[config.mk]
export PLATFORM = sky130hd
export DESIGN_NAME = fetch_stage_flat
export DESIGN_NICKNAME = d
export VERILOG_FILES = /design/src/rtl/fetch_stage_if.sv /design/src/rtl/fetch_stage.sv /design/src/flat_wrapper.sv
export SDC_FILE = /design/constraint.sdc
export NUM_CORES = 1
export LEC_CHECK = 0
export CORE_MARGIN = 5
export CORE_UTILIZATION = 40
export CTS_BUF_LIST = sky130_fd_sc_hd__clkbuf_4
export CTS_CLUSTER_DIAMETER = 40
export DETAILED_ROUTE_END_ITERATION = 12
export GPL_TIMING_DRIVEN = 0
export PLACE_DENSITY = 0.67
export SLEW_MARGIN = 30
export SYNTH_ARGS = -nofsm -noshare
export SYNTH_HDL_FRONTEND = slang
export SYNTH_SLANG_ARGS = --single-unit
[constraint.sdc]
create_clock -name clk -period 4.1 [get_ports clk]
set_input_delay 1.23 -clock clk [delete_from_list [all_inputs] [get_ports clk]]
set_output_delay 1.23 -clock clk [all_outputs]
set_load 0.05 [all_outputs]
[src/rtl/fetch_stage_if.sv]
// Fetch-stage bundle: decode/execute control, instruction-memory req/ack port and IF/ID register outputs.
interface fetch_if #(parameter int WIDTH = 32);
  logic             stall;
  logic             redirect;
  logic [WIDTH-1:0] redirect_pc;
  logic             imem_req;
  logic [WIDTH-1:0] imem_addr;
  logic             imem_ack;
  logic [31:0]      imem_rdata;
  logic             if_id_valid;
  logic [WIDTH-1:0] if_id_pc;
  logic [WIDTH-1:0] if_id_pc_plus4;
  logic [31:0]      if_id_instr;

  modport master (
    input  stall, redirect, redirect_pc, imem_ack, imem_rdata,
    output imem_req, imem_addr, if_id_valid, if_id_pc, if_id_pc_plus4, if_id_instr
  );

  modport slave (
    output stall, redirect, redirect_pc, imem_ack, imem_rdata,
    input  imem_req, imem_addr, if_id_valid, if_id_pc, if_id_pc_plus4, if_id_instr
  );
endinterface

[src/rtl/fetch_stage.sv]
// Instruction fetch: PC, imem req/ack handshake, IF/ID register with a one-entry stall buffer,
// and redirect handling that drains an in-flight request before refetching.
module fetch_stage #(
  parameter int               WIDTH     = 32,
  parameter logic [WIDTH-1:0] RESET_PC  = '0,
  parameter logic [31:0]      NOP_INSTR = 32'h0000_0013
) (
  input  logic    clk,
  input  logic    reset_n,
  fetch_if.master bus
);

  localparam logic [1:0] S_IDLE  = 2'd0;
  localparam logic [1:0] S_FETCH = 2'd1;
  localparam logic [1:0] S_HOLD  = 2'd2;
  localparam logic [1:0] S_DROP  = 2'd3;

  localparam logic [WIDTH-1:0] PC_STEP    = WIDTH'(4);
  localparam logic [WIDTH-1:0] ALIGN_MASK = ~WIDTH'(3);

  logic [1:0]       state_q, state_d;
  logic [WIDTH-1:0] pc_q, pc_d;
  logic [WIDTH-1:0] drop_addr_q, drop_addr_d;
  logic             if_id_valid_q, if_id_valid_d;
  logic [WIDTH-1:0] if_id_pc_q, if_id_pc_d;
  logic [WIDTH-1:0] if_id_pc_plus4_q, if_id_pc_plus4_d;
  logic [31:0]      if_id_instr_q, if_id_instr_d;
  logic             buf_valid_q, buf_valid_d;
  logic [WIDTH-1:0] buf_pc_q, buf_pc_d;
  logic [31:0]      buf_instr_q, buf_instr_d;

  logic             accept;
  logic             invalidate;
  logic [WIDTH-1:0] target;

  assign accept = !bus.stall || !if_id_valid_q;
  assign target = bus.redirect_pc & ALIGN_MASK;

  always_comb begin
    state_d          = state_q;
    pc_d             = pc_q;
    drop_addr_d      = drop_addr_q;
    if_id_valid_d    = if_id_valid_q;
    if_id_pc_d       = if_id_pc_q;
    if_id_pc_plus4_d = if_id_pc_plus4_q;
    if_id_instr_d    = if_id_instr_q;
    buf_valid_d      = buf_valid_q;
    buf_pc_d         = buf_pc_q;
    buf_instr_d      = buf_instr_q;
    invalidate       = 1'b0;

    case (state_q)
      S_IDLE: begin
        state_d = S_FETCH;
        if (bus.redirect) pc_d = target;
      end
      S_FETCH: begin
        if (bus.redirect) begin
          pc_d       = target;
          invalidate = 1'b1;
          // Request cannot be withdrawn: remember its address and wait out the ack.
          if (!bus.imem_ack) begin
            state_d     = S_DROP;
            drop_addr_d = pc_q;
          end
        end else if (bus.imem_ack) begin
          pc_d = pc_q + PC_STEP;
          if (accept) begin
            if_id_valid_d    = 1'b1;
            if_id_pc_d       = pc_q;
            if_id_pc_plus4_d = pc_q + PC_STEP;
            if_id_instr_d    = bus.imem_rdata;
          end else begin
            buf_valid_d = 1'b1;
            buf_pc_d    = pc_q;
            buf_instr_d = bus.imem_rdata;
            state_d     = S_HOLD;
          end
        end else if (!bus.stall) begin
          invalidate = 1'b1;
        end
      end
      S_HOLD: begin
        if (bus.redirect) begin
          pc_d        = target;
          buf_valid_d = 1'b0;
          invalidate  = 1'b1;
          state_d     = S_FETCH;
        end else if (!bus.stall) begin
          if_id_valid_d    = buf_valid_q;
          if_id_pc_d       = buf_pc_q;
          if_id_pc_plus4_d = buf_pc_q + PC_STEP;
          if_id_instr_d    = buf_instr_q;
          buf_valid_d      = 1'b0;
          state_d          = S_FETCH;
        end
      end
      S_DROP: begin
        if (bus.redirect) pc_d = target;
        if (bus.imem_ack) state_d = S_FETCH;
      end
      default: state_d = S_IDLE;
    endcase

    if (invalidate) begin
      if_id_valid_d = 1'b0;
      if_id_instr_d = NOP_INSTR;
    end
  end

  always_ff @(posedge clk) begin
    if (!reset_n) begin
      state_q          <= S_IDLE;
      pc_q             <= RESET_PC;
      drop_addr_q      <= RESET_PC;
      if_id_valid_q    <= 1'b0;
      if_id_pc_q       <= '0;
      if_id_pc_plus4_q <= '0;
      if_id_instr_q    <= NOP_INSTR;
      buf_valid_q      <= 1'b0;
      buf_pc_q         <= '0;
      buf_instr_q      <= NOP_INSTR;
    end else begin
      state_q          <= state_d;
      pc_q             <= pc_d;
      drop_addr_q      <= drop_addr_d;
      if_id_valid_q    <= if_id_valid_d;
      if_id_pc_q       <= if_id_pc_d;
      if_id_pc_plus4_q <= if_id_pc_plus4_d;
      if_id_instr_q    <= if_id_instr_d;
      buf_valid_q      <= buf_valid_d;
      buf_pc_q         <= buf_pc_d;
      buf_instr_q      <= buf_instr_d;
    end
  end

  assign bus.imem_req       = (state_q == S_FETCH) || (state_q == S_DROP);
  assign bus.imem_addr      = (state_q == S_DROP) ? drop_addr_q : pc_q;
  assign bus.if_id_valid    = if_id_valid_q;
  assign bus.if_id_pc       = if_id_pc_q;
  assign bus.if_id_pc_plus4 = if_id_pc_plus4_q;
  assign bus.if_id_instr    = if_id_instr_q;

endmodule

[src/flat_wrapper.sv]
// flat-port wrapper written by rule: the top's interface ports become plain ports
module fetch_stage_flat 
#(
  parameter int               WIDTH     = 32,
  parameter logic [WIDTH-1:0] RESET_PC  = '0,
  parameter logic [31:0]      NOP_INSTR = 32'h0000_0013
)
  (clk, reset_n, bus_stall, bus_redirect, bus_redirect_pc, bus_imem_ack, bus_imem_rdata, bus_imem_req, bus_imem_addr, bus_if_id_valid, bus_if_id_pc, bus_if_id_pc_plus4, bus_if_id_instr);
  fetch_if #(.WIDTH(WIDTH)) bus_i ();
  input  logic clk;
  input  logic reset_n;
  input wire logic [$bits(bus_i.stall)-1:0] bus_stall;
  input wire logic [$bits(bus_i.redirect)-1:0] bus_redirect;
  input wire logic [$bits(bus_i.redirect_pc)-1:0] bus_redirect_pc;
  input wire logic [$bits(bus_i.imem_ack)-1:0] bus_imem_ack;
  input wire logic [$bits(bus_i.imem_rdata)-1:0] bus_imem_rdata;
  output wire logic [$bits(bus_i.imem_req)-1:0] bus_imem_req;
  output wire logic [$bits(bus_i.imem_addr)-1:0] bus_imem_addr;
  output wire logic [$bits(bus_i.if_id_valid)-1:0] bus_if_id_valid;
  output wire logic [$bits(bus_i.if_id_pc)-1:0] bus_if_id_pc;
  output wire logic [$bits(bus_i.if_id_pc_plus4)-1:0] bus_if_id_pc_plus4;
  output wire logic [$bits(bus_i.if_id_instr)-1:0] bus_if_id_instr;
  assign bus_i.stall = bus_stall;
  assign bus_i.redirect = bus_redirect;
  assign bus_i.redirect_pc = bus_redirect_pc;
  assign bus_i.imem_ack = bus_imem_ack;
  assign bus_i.imem_rdata = bus_imem_rdata;
  assign bus_imem_req = bus_i.imem_req;
  assign bus_imem_addr = bus_i.imem_addr;
  assign bus_if_id_valid = bus_i.if_id_valid;
  assign bus_if_id_pc = bus_i.if_id_pc;
  assign bus_if_id_pc_plus4 = bus_i.if_id_pc_plus4;
  assign bus_if_id_instr = bus_i.if_id_instr;
  fetch_stage #(.WIDTH(WIDTH), .RESET_PC(RESET_PC), .NOP_INSTR(NOP_INSTR)) u_core (.clk(clk), .reset_n(reset_n), .bus(bus_i));
endmodule
==> flow_summary.json, run 1 <==
{
  "run_status": "completed",
  "grt-ovfl-total": 0,
  "cp_max_fo": 10,
  "clock_sink_count": 218,
  "fin_crit_ns": 3.98,
  "dp_hpwl_um": 27100,
  "die_x_um": 172,
  "antenna_found_initial": 1,
  "final_nets": 1615,
  "synthFlopType": "dfxtp_1",
  "max-slew-margin-rel_pct": 39.8,
  "seqPwrFrac_pct": 42.7,
  "via_count": 10600,
  "cts_tree": "done",
  "dp.cells": 1816,
  "grt_pass1_vias": 10100,
  "cp.arrival_ns": 2.75,
  "timing.fmax_mhz": 251,
  "maxCapViolCount": 0,
  "skew_ns": 0.0770,
  "htree_num_levels": 2,
  "cts_max_path_buffers": 3,
  "drtIter0Drc": 1228,
  "p_per_area_nw_per_um2": 395,
  "slew_violations": 0,
  "start_kind": "flop",
  "wire_per_inst_um": 18.9,
  "final_cell_mix": "nand2_1, dfxtp_1, clkdlybuf4s50_1",
  "ir_drop_uv": 191,
  "routed_wl_um": 36300,
  "synth_seq_cells": 218,
  "p_sw_share_pct": 33.9,
  "chipHeight_um": 172,
  "port-buffer-count": 187,
  "yosysWarnings": 0,
  "r2r_cells": 9,
  "gr-usage-all-layers_pct": 23.7,
  "syn2layout_area_growth_pct": 28.5,
  "rows": 59,
  "grt_max_degree": 18,
  "drcViolationCount": 0,
  "rsz0062_at_grt": "no",
  "stdcell_count": 1920,
  "p_leak_nw": 4.46,
  "final_common_cell": "nand2_1",
  "io_pins": 199,
  "min_path_type": "reg -> reg",
  "cts_buffers": 58,
  "cts_hold_buf": 0,
  "synthArstFlopShare_pct": 0,
  "hold_depth": 2,
  "synth_cells": 1289,
  "core_um2": 26000,
  "postCtsSetupBuffers": 0,
  "worstMarginPinSlew_ns": 0.902,
  "cp-end-kind": "output port",
  "finalSetupViolCount": 0,
  "combPwrFrac_pct": 22.6,
  "synth_edf_count": 0,
  "grt_pass1_wl_um": 55500,
  "p_sw_w": 0.00181,
  "root_buffer": "clkbuf_4",
  "required_ns": 2.87,
  "yosysSeqAreaShare_pct": 41.6,
  "place_congestion": 0.925,
  "p_int_w": 0.00352,
  "viasPerCell": 5.54,
  "setup-tns-final_ns": 0,
  "ys_types": 65,
  "syn_avg_cell_area_um2": 8.15,
  "postRouteAntennaNets": 0,
  "fin_crit_sh_pct": 97.0,
  "clockPowerShare_pct": 34.7,
  "initial_utilization_pct": 40.4,
  "firstDrtPassIters": 6,
  "worstSetupPathType": "reg -> out",
  "insertion_delay_ns": 0.72,
  "path_clk_slew_ns": 0.07,
  "dieArea_um2": 29600,
  "drive_gt1_share_pct": 10.2,
  "mappedNetlistArea_um2": 10500,
  "hold_viol_final": 0
}
[kinds of logic after synthesis]
logic type	Yosys count	synth area share [%]
AND/OR/NAND/NOR	474	20.3
AO/OA/AOI/OAI	312	19.0
other	1	0.0357
buffers and inverters	146	6.06
adder cells (fa/ha/maj)	6	0.715
flip-flops	218	41.6
multiplexers	86	8.51
XOR/XNOR	46	3.84
[power groups by stage]
stage               clock (W)  combinational [W]  sequential (W)
finish                0.00185            0.00120         0.00228
global route          0.00200            0.00127         0.00228
global placement            0            0.00120         0.00232
detailed placement          0            0.00121         0.00232
floorplan                   0           0.000576         0.00252
CTS                   0.00188            0.00120         0.00227
[synthesized netlist by cell type (7+ instances only)]
cell type	count	area [um2]
o221ai_1	7	61.3
mux2i_1	60	601
o211ai_1	9	67.6
nor2_1	87	327
inv_1	15	56.3
dfxtp_1	218	4360
nand2_1	256	961
a311oi_1	17	149
clkbuf_1	95	357
xnor2_1	33	289
o31ai_1	8	60.1
mux2_2	26	293
buf_4	10	75.1
a21oi_1	121	606
and4_1	8	70.1
nor3_1	27	135
a211oi_1	61	458
buf_2	13	65.1
o21ai_0	43	215
nor4_1	14	87.6
buf_1	7	26.3
xor2_1	13	114
nand4_1	16	100
nand3_1	23	115
[critical path: stages (launching register included)]
cell and delay, ns:
dfxtp_1 0.42, ha_2 0.42, buf_2 0.37, mux2_2 0.38
dlygate4sd2_1 0.42
[state kept, by name (all words and copies together) (netlist names)]
| signal | flops |
|---|---|
| u_core.state_q | 2 |
| u_core.bus.if_id_valid | 1 |
| u_core.bus.if_id_pc_plus4 | 30 |
| u_core.bus.if_id_pc | 30 |
| u_core.buf_pc_q | 30 |
| u_core.drop_addr_q | 30 |
| u_core.bus.if_id_instr | 32 |
| u_core.pc_q | 30 |
| u_core.buf_instr_q | 32 |
| u_core.buf_valid_q | 1 |
[layer usage]
metal	global-route usage, %	vias up	wire length, um
li1	-	5071	-
met1	33.3	4989	16000
met2	37.4	515	16100
met3	4.73	67	3390
met4	6.46	0	793
met5	0	-	0
[through the flow]
step           hold slack (ns)  setup WS (ns)  area (um2)  utilization (%)  power (W)
3_5_place_dp             0.447         0.0395       12800             49.3    0.00353
4_1_cts                  0.455         0.0985       13500             51.9    0.00535
2_1_floorplan            0.433          0.851       10500                -    0.00309
3_3_place_gp             0.438         0.0891       12800             49.3    0.00352
6_report                 0.453          0.123       13500             52.0    0.00533
5_1_grt                  0.475         0.0148       13500             52.0    0.00556
[path summary, 6_finish.rpt]
kind,slack [ns],endpoint,startpoint
max,0.12,bus_imem_addr[31],u_core.state_q[0]$_SDFFE_PN0P_
min,0.45,u_core.drop_addr_q[19]$_SDFFE_PN0P_,u_core.drop_addr_q[19]$_SDFFE_PN0P_
max reg2reg,1.07,u_core.bus.if_id_pc_plus4[12]$_SDFFE_PN0P_,u_core.state_q[1]$_SDFFE_PN0P_
min reg2reg,0.45,u_core.drop_addr_q[19]$_SDFFE_PN0P_,u_core.drop_addr_q[19]$_SDFFE_PN0P_
[repair_timing]
action                     CTS  global route
pin swaps                    0             0
setup endpoints to repair   31             1
gates cloned                 0             0
resized for setup           29             2
[area by class of cell]
type / instances / area (um2)
plain buffers: 129 / 577
clock inverters: 23 / 101
clock buffers: 81 / 608
multi-input cells: 930 / 5530
diodes: 1 / 2.50
flip-flops and latches: 218 / 4360
repair buffers: 187 / 1840
well taps: 335 / 419
fillers: 2545 / 12500
inverters: 16 / 60.1
Note: power is estimated with default switching activity, not from simulation.
==> run 2, diff against run 1 <==
--- a/config.mk
+++ b/config.mk
@@ -12,6 +12,7 @@
 export DETAILED_ROUTE_END_ITERATION = 12
 export GPL_TIMING_DRIVEN = 0
 export PLACE_DENSITY = 0.67
+export SETUP_SLACK_MARGIN = 0.5
 export SLEW_MARGIN = 30
 export SYNTH_ARGS = -nofsm -noshare
 export SYNTH_HDL_FRONTEND = slang
==> run 2 against run 1 <==
Effect of this change: first-iteration DRC count is 4.5% lower; largest power group unchanged; routed wire length is 0.12% lower; setup slack better by 0.42 ns; clock-buffer cell count stayed put; cell count hardly changed; sequential power hardly changed; die area stayed put.
==> flow_summary.json, run 2 (same netlist as run 1, synthesis figures left out) <==
{
  "htree_num_levels": 2,
  "path_clk_slew_ns": 0.07,
  "required_ns": 2.87,
  "gr-usage-all-layers_pct": 23.8,
  "routed_wl_um": 36300,
  "p_total_w": 0.00533,
  "p_per_area_nw_per_um2": 396,
  "final_common_cell": "nand2_1",
  "max-slew-margin-rel_pct": 37.9,
  "setup-tns-final_ns": 0,
  "min_from": "u_core.drop_addr_q[19]$_SDFFE_PN0P_",
  "final_area_um2": 13400,
  "n_fill_cell": 2548,
  "ir_drop_uv": 193,
  "insertion_delay_ns": 0.73,
  "p_leak_nw": 4.44,
  "cp.arrival_ns": 2.32,
  "postRouteAntennaNets": 0,
  "fin_crit_sh_pct": 86.7,
  "place_congestion": 0.925,
  "cts_buffers": 58,
  "chipHeight_um": 172,
  "final_cell_mix": "nand2_1, dfxtp_1, clkdlybuf4s50_1",
  "skew_ns": 0.0742,
  "min_path_type": "reg -> reg",
  "r2r_slack_ns": 1.16,
  "finalSetupViolCount": 0,
  "antenna_found_initial": 1,
  "r2r_start": "u_core.state_q[1]$_SDFFE_PN0P_",
  "core_um2": 26000,
  "cts_max_path_buffers": 3,
  "final_nets": 1616,
  "worstMarginPinSlew_ns": 0.931,
  "worstSetupPathType": "reg -> out",
  "reg2reg_to": "u_core.bus.if_id_pc_plus4[12]$_SDFFE_PN0P_",
  "cts_tree": "done",
  "run_status": "completed",
  "root_buffer": "clkbuf_4",
  "slew_violations": 0,
  "cp_max_fo": 10,
  "port-buffer-count": 187,
  "cp-end-kind": "output port",
  "initial_utilization_pct": 40.4,
  "rows": 59,
  "drtIter0Drc": 1173,
  "firstDrtPassIters": 6,
  "hold-path-endpoint": "u_core.drop_addr_q[19]$_SDFFE_PN0P_",
  "timing.fmax_mhz": 281,
  "viasPerCell": 5.55,
  "rsz0062_at_grt": "yes",
  "hold_depth": 2,
  "hold_viol_final": 0,
  "clock_sink_count": 218,
  "grt_pass1_wl_um": 55600,
  "drive_gt1_share_pct": 11.9,
  "dieArea_um2": 29600,
  "dp_hpwl_um": 27100,
  "final_core_util_pct": 51.7,
  "maxCapViolCount": 0,
  "grt_max_degree": 18,
  "drcViolationCount": 0,
  "r2r_cells": 9,
  "die_x_um": 172,
  "io_pins": 199,
  "wire_per_inst_um": 18.9,
  "start_kind": "flop",
  "grt-ovfl-total": 0,
  "syn2layout_area_growth_pct": 28.0,
  "place_area_um2": 12800,
  "grt_pass1_vias": 10100,
  "via_count": 10700,
  "fin_crit_ns": 3.55
}
==> run 2: metrics by stage <==
stage | cells | setup WS (ns) | hold WS [ns]
floorplan | 1294 | 0.851 | 0.433
finish | 1921 | 0.545 | 0.454
global placement | 1816 | 0.0891 | 0.438
detailed placement | 1816 | 0.0395 | 0.447
CTS | 1920 | 0.514 | 0.455
global route | 1921 | 0.498 | 0.475
==> run 2: worst max path at each step <==
stage / start / to / slack [ns] / cells past startpoint
final: u_core.state_q[1]$_SDFFE_PN0P_ / bus_imem_addr[18] / 0.55 / 5
after floorplan: u_core.state_q[0]$_SDFFE_PN0P_ / bus_imem_addr[13] / 0.85 / 4
after detailed placement: u_core.state_q[0]$_SDFFE_PN0P_ / bus_imem_addr[5] / 0.04 / 5
after CTS: u_core.state_q[1]$_SDFFE_PN0P_ / bus_imem_req / 0.51 / 5
after global routing: u_core.state_q[1]$_SDFFE_PN0P_ / bus_imem_addr[18] / 0.50 / 5
after global placement: u_core.state_q[0]$_SDFFE_PN0P_ / bus_imem_addr[5] / 0.09 / 5
==> run 2: report_power, final <==
part / switching (W) / internal (W) / total [W]
combinational: 0.000814 / 0.000388 / 0.00120
sequential: 0.0000607 / 0.00221 / 0.00228
clock: 0.000936 / 0.000916 / 0.00185
total: 0.00181 / 0.00352 / 0.00533
==> run 2: layout make-up <==
| class | instances | area [um2] | share of cell area, % |
|---|---|---|---|
| Antenna cell | 1 | 2.50 | 0.0186 |
| Tap cell | 335 | 419 | 3.12 |
| Sequential cell | 218 | 4370 | 32.5 |
| Clock inverter | 23 | 101 | 0.754 |
| Buffer | 130 | 603 | 4.49 |
| Inverter | 16 | 60.1 | 0.447 |
| Clock buffer | 81 | 608 | 4.52 |
| Multi-Input combinational cell | 930 | 5530 | 41.1 |
| Timing Repair Buffer | 187 | 1760 | 13.1 |
==> run 2: what timing repair did <==
item | CTS | global route
buffers inserted | 0 | 0
setup endpoints to repair | 31 | 4
hold endpoints to repair | 0 | 0
gates resized for setup | 140 | 5
hold buffers | 0 | 0
pin swaps | 0 | 0
==> run 2: worst max-delay path, cell delays in order, from the launching register on <==
cell	delay (ns)
dfxtp_1	0.41
ha_1	0.19
clkbuf_8	0.19
buf_4	0.22
mux2_2	0.36
buf_2	0.21
==> run 2: per-layer routing <==
metal | up-vias | track usage (%) | share of wire [%]
li1 | 5067 | - | -
met1 | 5030 | 33.3 | 44
met2 | 495 | 37.5 | 45
met3 | 64 | 4.66 | 9.5
met4 | 0 | 6.49 | 2.1
met5 | - | 0 | 0
==> run 3, diff against run 2 <==
--- a/config.mk
+++ b/config.mk
@@ -5,13 +5,16 @@
 export SDC_FILE = /design/constraint.sdc
 export NUM_CORES = 1
 export LEC_CHECK = 0
+export CELL_PAD_IN_SITES_DETAIL_PLACEMENT = 0
+export CELL_PAD_IN_SITES_GLOBAL_PLACEMENT = 2
 export CORE_MARGIN = 5
-export CORE_UTILIZATION = 40
+export CORE_UTILIZATION = 34
 export CTS_BUF_LIST = sky130_fd_sc_hd__clkbuf_4
 export CTS_CLUSTER_DIAMETER = 40
 export DETAILED_ROUTE_END_ITERATION = 12
+export GPL_ROUTABILITY_DRIVEN = 0
 export GPL_TIMING_DRIVEN = 0
-export PLACE_DENSITY = 0.67
+export PLACE_DENSITY = 0.91
 export SETUP_SLACK_MARGIN = 0.5
 export SLEW_MARGIN = 30
 export SYNTH_ARGS = -nofsm -noshare
==> run 3 against run 2 <==
Effect of this change: first-iteration DRC count is 29% lower; flip-flop and latch count stayed put; die area increased by 17%; power increased by 4.0%; critical path type unchanged; final area rose by 1.1%; clock skew shrank 0.0026 ns; worst hold slack worse by 0.0020 ns; cell count rose by 3.4%; critical endpoint is now bus_imem_addr[26]; via count is 2.4% lower; largest cell class unchanged; combinational power about the same; critical path depth down 2.
==> flow_summary.json, run 3 (same netlist as run 1, synthesis figures left out) <==
{
  "run_status": "completed",
  "cp_max_fo": 9,
  "dieArea_um2": 34500,
  "hold_viol_final": 0,
  "post-place-ws_ns": 0.0144,
  "postRouteAntennaNets": 0,
  "required_ns": 2.87,
  "setup-tns-final_ns": 0,
  "p_per_area_nw_per_um2": 408,
  "max-slew-margin-rel_pct": 37.7,
  "via_count": 10400,
  "slew_violations": 0,
  "antenna_found_initial": 1,
  "chipHeight_um": 186,
  "skew_ns": 0.0716,
  "port-buffer-count": 187,
  "p_leak_nw": 4.49,
  "finalSetupViolCount": 0,
  "final_common_cell": "nand2_1",
  "cts_max_path_buffers": 3,
  "cp-end-kind": "output port",
  "cp.arrival_ns": 2.26,
  "fin_crit_ns": 3.49,
  "cts_tree": "done",
  "min_path_type": "reg -> reg",
  "root_buffer": "clkbuf_4",
  "wire_per_inst_um": 19.4,
  "timing.fmax_mhz": 286,
  "grt_pass1_wl_um": 58700,
  "start_kind": "flop",
  "n_fill_cell": 3136,
  "grt-ovfl-total": 0,
  "io_pins": 199,
  "drcViolationCount": 0,
  "grt_pass1_vias": 10100,
  "path_clk_slew_ns": 0.06,
  "core_um2": 30500,
  "place_area_um2": 12900,
  "rsz0062_at_grt": "no",
  "drtIter0Drc": 834,
  "grt_max_degree": 18,
  "cts_buffers": 60,
  "postCtsSetupBuffers": 0,
  "p_total_w": 0.00555,
  "syn2layout_area_growth_pct": 29.4,
  "worstMarginPinSlew_ns": 0.934,
  "final_nets": 1618,
  "maxCapViolCount": 0,
  "final_area_um2": 13600,
  "insertion_delay_ns": 0.73,
  "fin_ws_ns": 0.607,
  "die_x_um": 186,
  "viasPerCell": 5.23,
  "firstDrtPassIters": 6,
  "worstSetupPathType": "reg -> out",
  "clock_sink_count": 218,
  "ir_drop_uv": 204,
  "drive_gt1_share_pct": 12.8,
  "routed_wl_um": 38500,
  "gr-usage-all-layers_pct": 21.7,
  "layout.area.seq_um2": 4370,
  "multi_input_area_um2": 5530,
  "fin_crit_sh_pct": 85.2,
  "initial_utilization_pct": 34.4,
  "rows": 64,
  "final_core_util_pct": 44.5,
  "final_cell_mix": "nand2_1, dfxtp_1, clkdlybuf4s50_1",
  "htree_num_levels": 2,
  "cts_hold_buf": 0,
  "dp_hpwl_um": 28900
}
[run 3: power breakdown]
part           total [W]  switching [W]  internal [W]
Clock            0.00206       0.000953       0.00111
Sequential       0.00228      0.0000613       0.00222
Combinational    0.00121       0.000821      0.000386
[run 3: final timing paths]
kind,from,end,slack [ns],depth (start not counted)
worst max-delay path,u_core.pc_q[26]$_SDFFE_PN0P_,bus_imem_addr[26],0.61,3
worst min-delay path,u_core.buf_instr_q[9]$_SDFFE_PN0P_,u_core.buf_instr_q[9]$_SDFFE_PN0P_,0.45,2
worst max register to register,u_core.state_q[1]$_SDFFE_PN0P_,u_core.bus.if_id_pc_plus4[24]$_SDFFE_PN0P_,1.16,9
worst min register to register,u_core.buf_instr_q[9]$_SDFFE_PN0P_,u_core.buf_instr_q[9]$_SDFFE_PN0P_,0.45,2
[run 3: stage by stage]
| stage | std cells | hold WS [ns] |
|---|---|---|
| global placement | 1877 | 0.437 |
| finish | 1987 | 0.452 |
| detailed placement | 1877 | 0.446 |
| global route | 1987 | 0.471 |
| CTS | 1986 | 0.455 |
| floorplan | 1294 | 0.433 |
[run 3: critical path, stage by stage (launching register included)]
cell and delay [ns]:
dfxtp_1 0.31, clkbuf_1 0.46, mux2_2 0.26, dlygate4sd2_1 0.53
[run 3: timing repair]
item,in CTS,in global routing
resized for setup,119,36
gates cloned,0,0
setup endpoints to repair,31,30
hold endpoints to repair,0,0
[run 3: cell type report]
type                            count  area share (%)
Inverter                           16           0.442
Antenna cell                        1          0.0184
Tap cell                          396            3.65
Clock buffer                       95            5.25
Buffer                            130            4.45
Timing Repair Buffer              187            12.8
Clock inverter                     14           0.644
Multi-Input combinational cell    930            40.7
Sequential cell                   218            32.1
[run 3: layer usage]
metal  vias to the layer above  track usage, %  part of all wire [%]
met5                         -               0                     0
met4                         0            5.36                   1.9
met3                        56            4.49                   7.7
met2                       394            33.9                    44
met1                      4868            30.7                    46
li1                       5078               -                     -
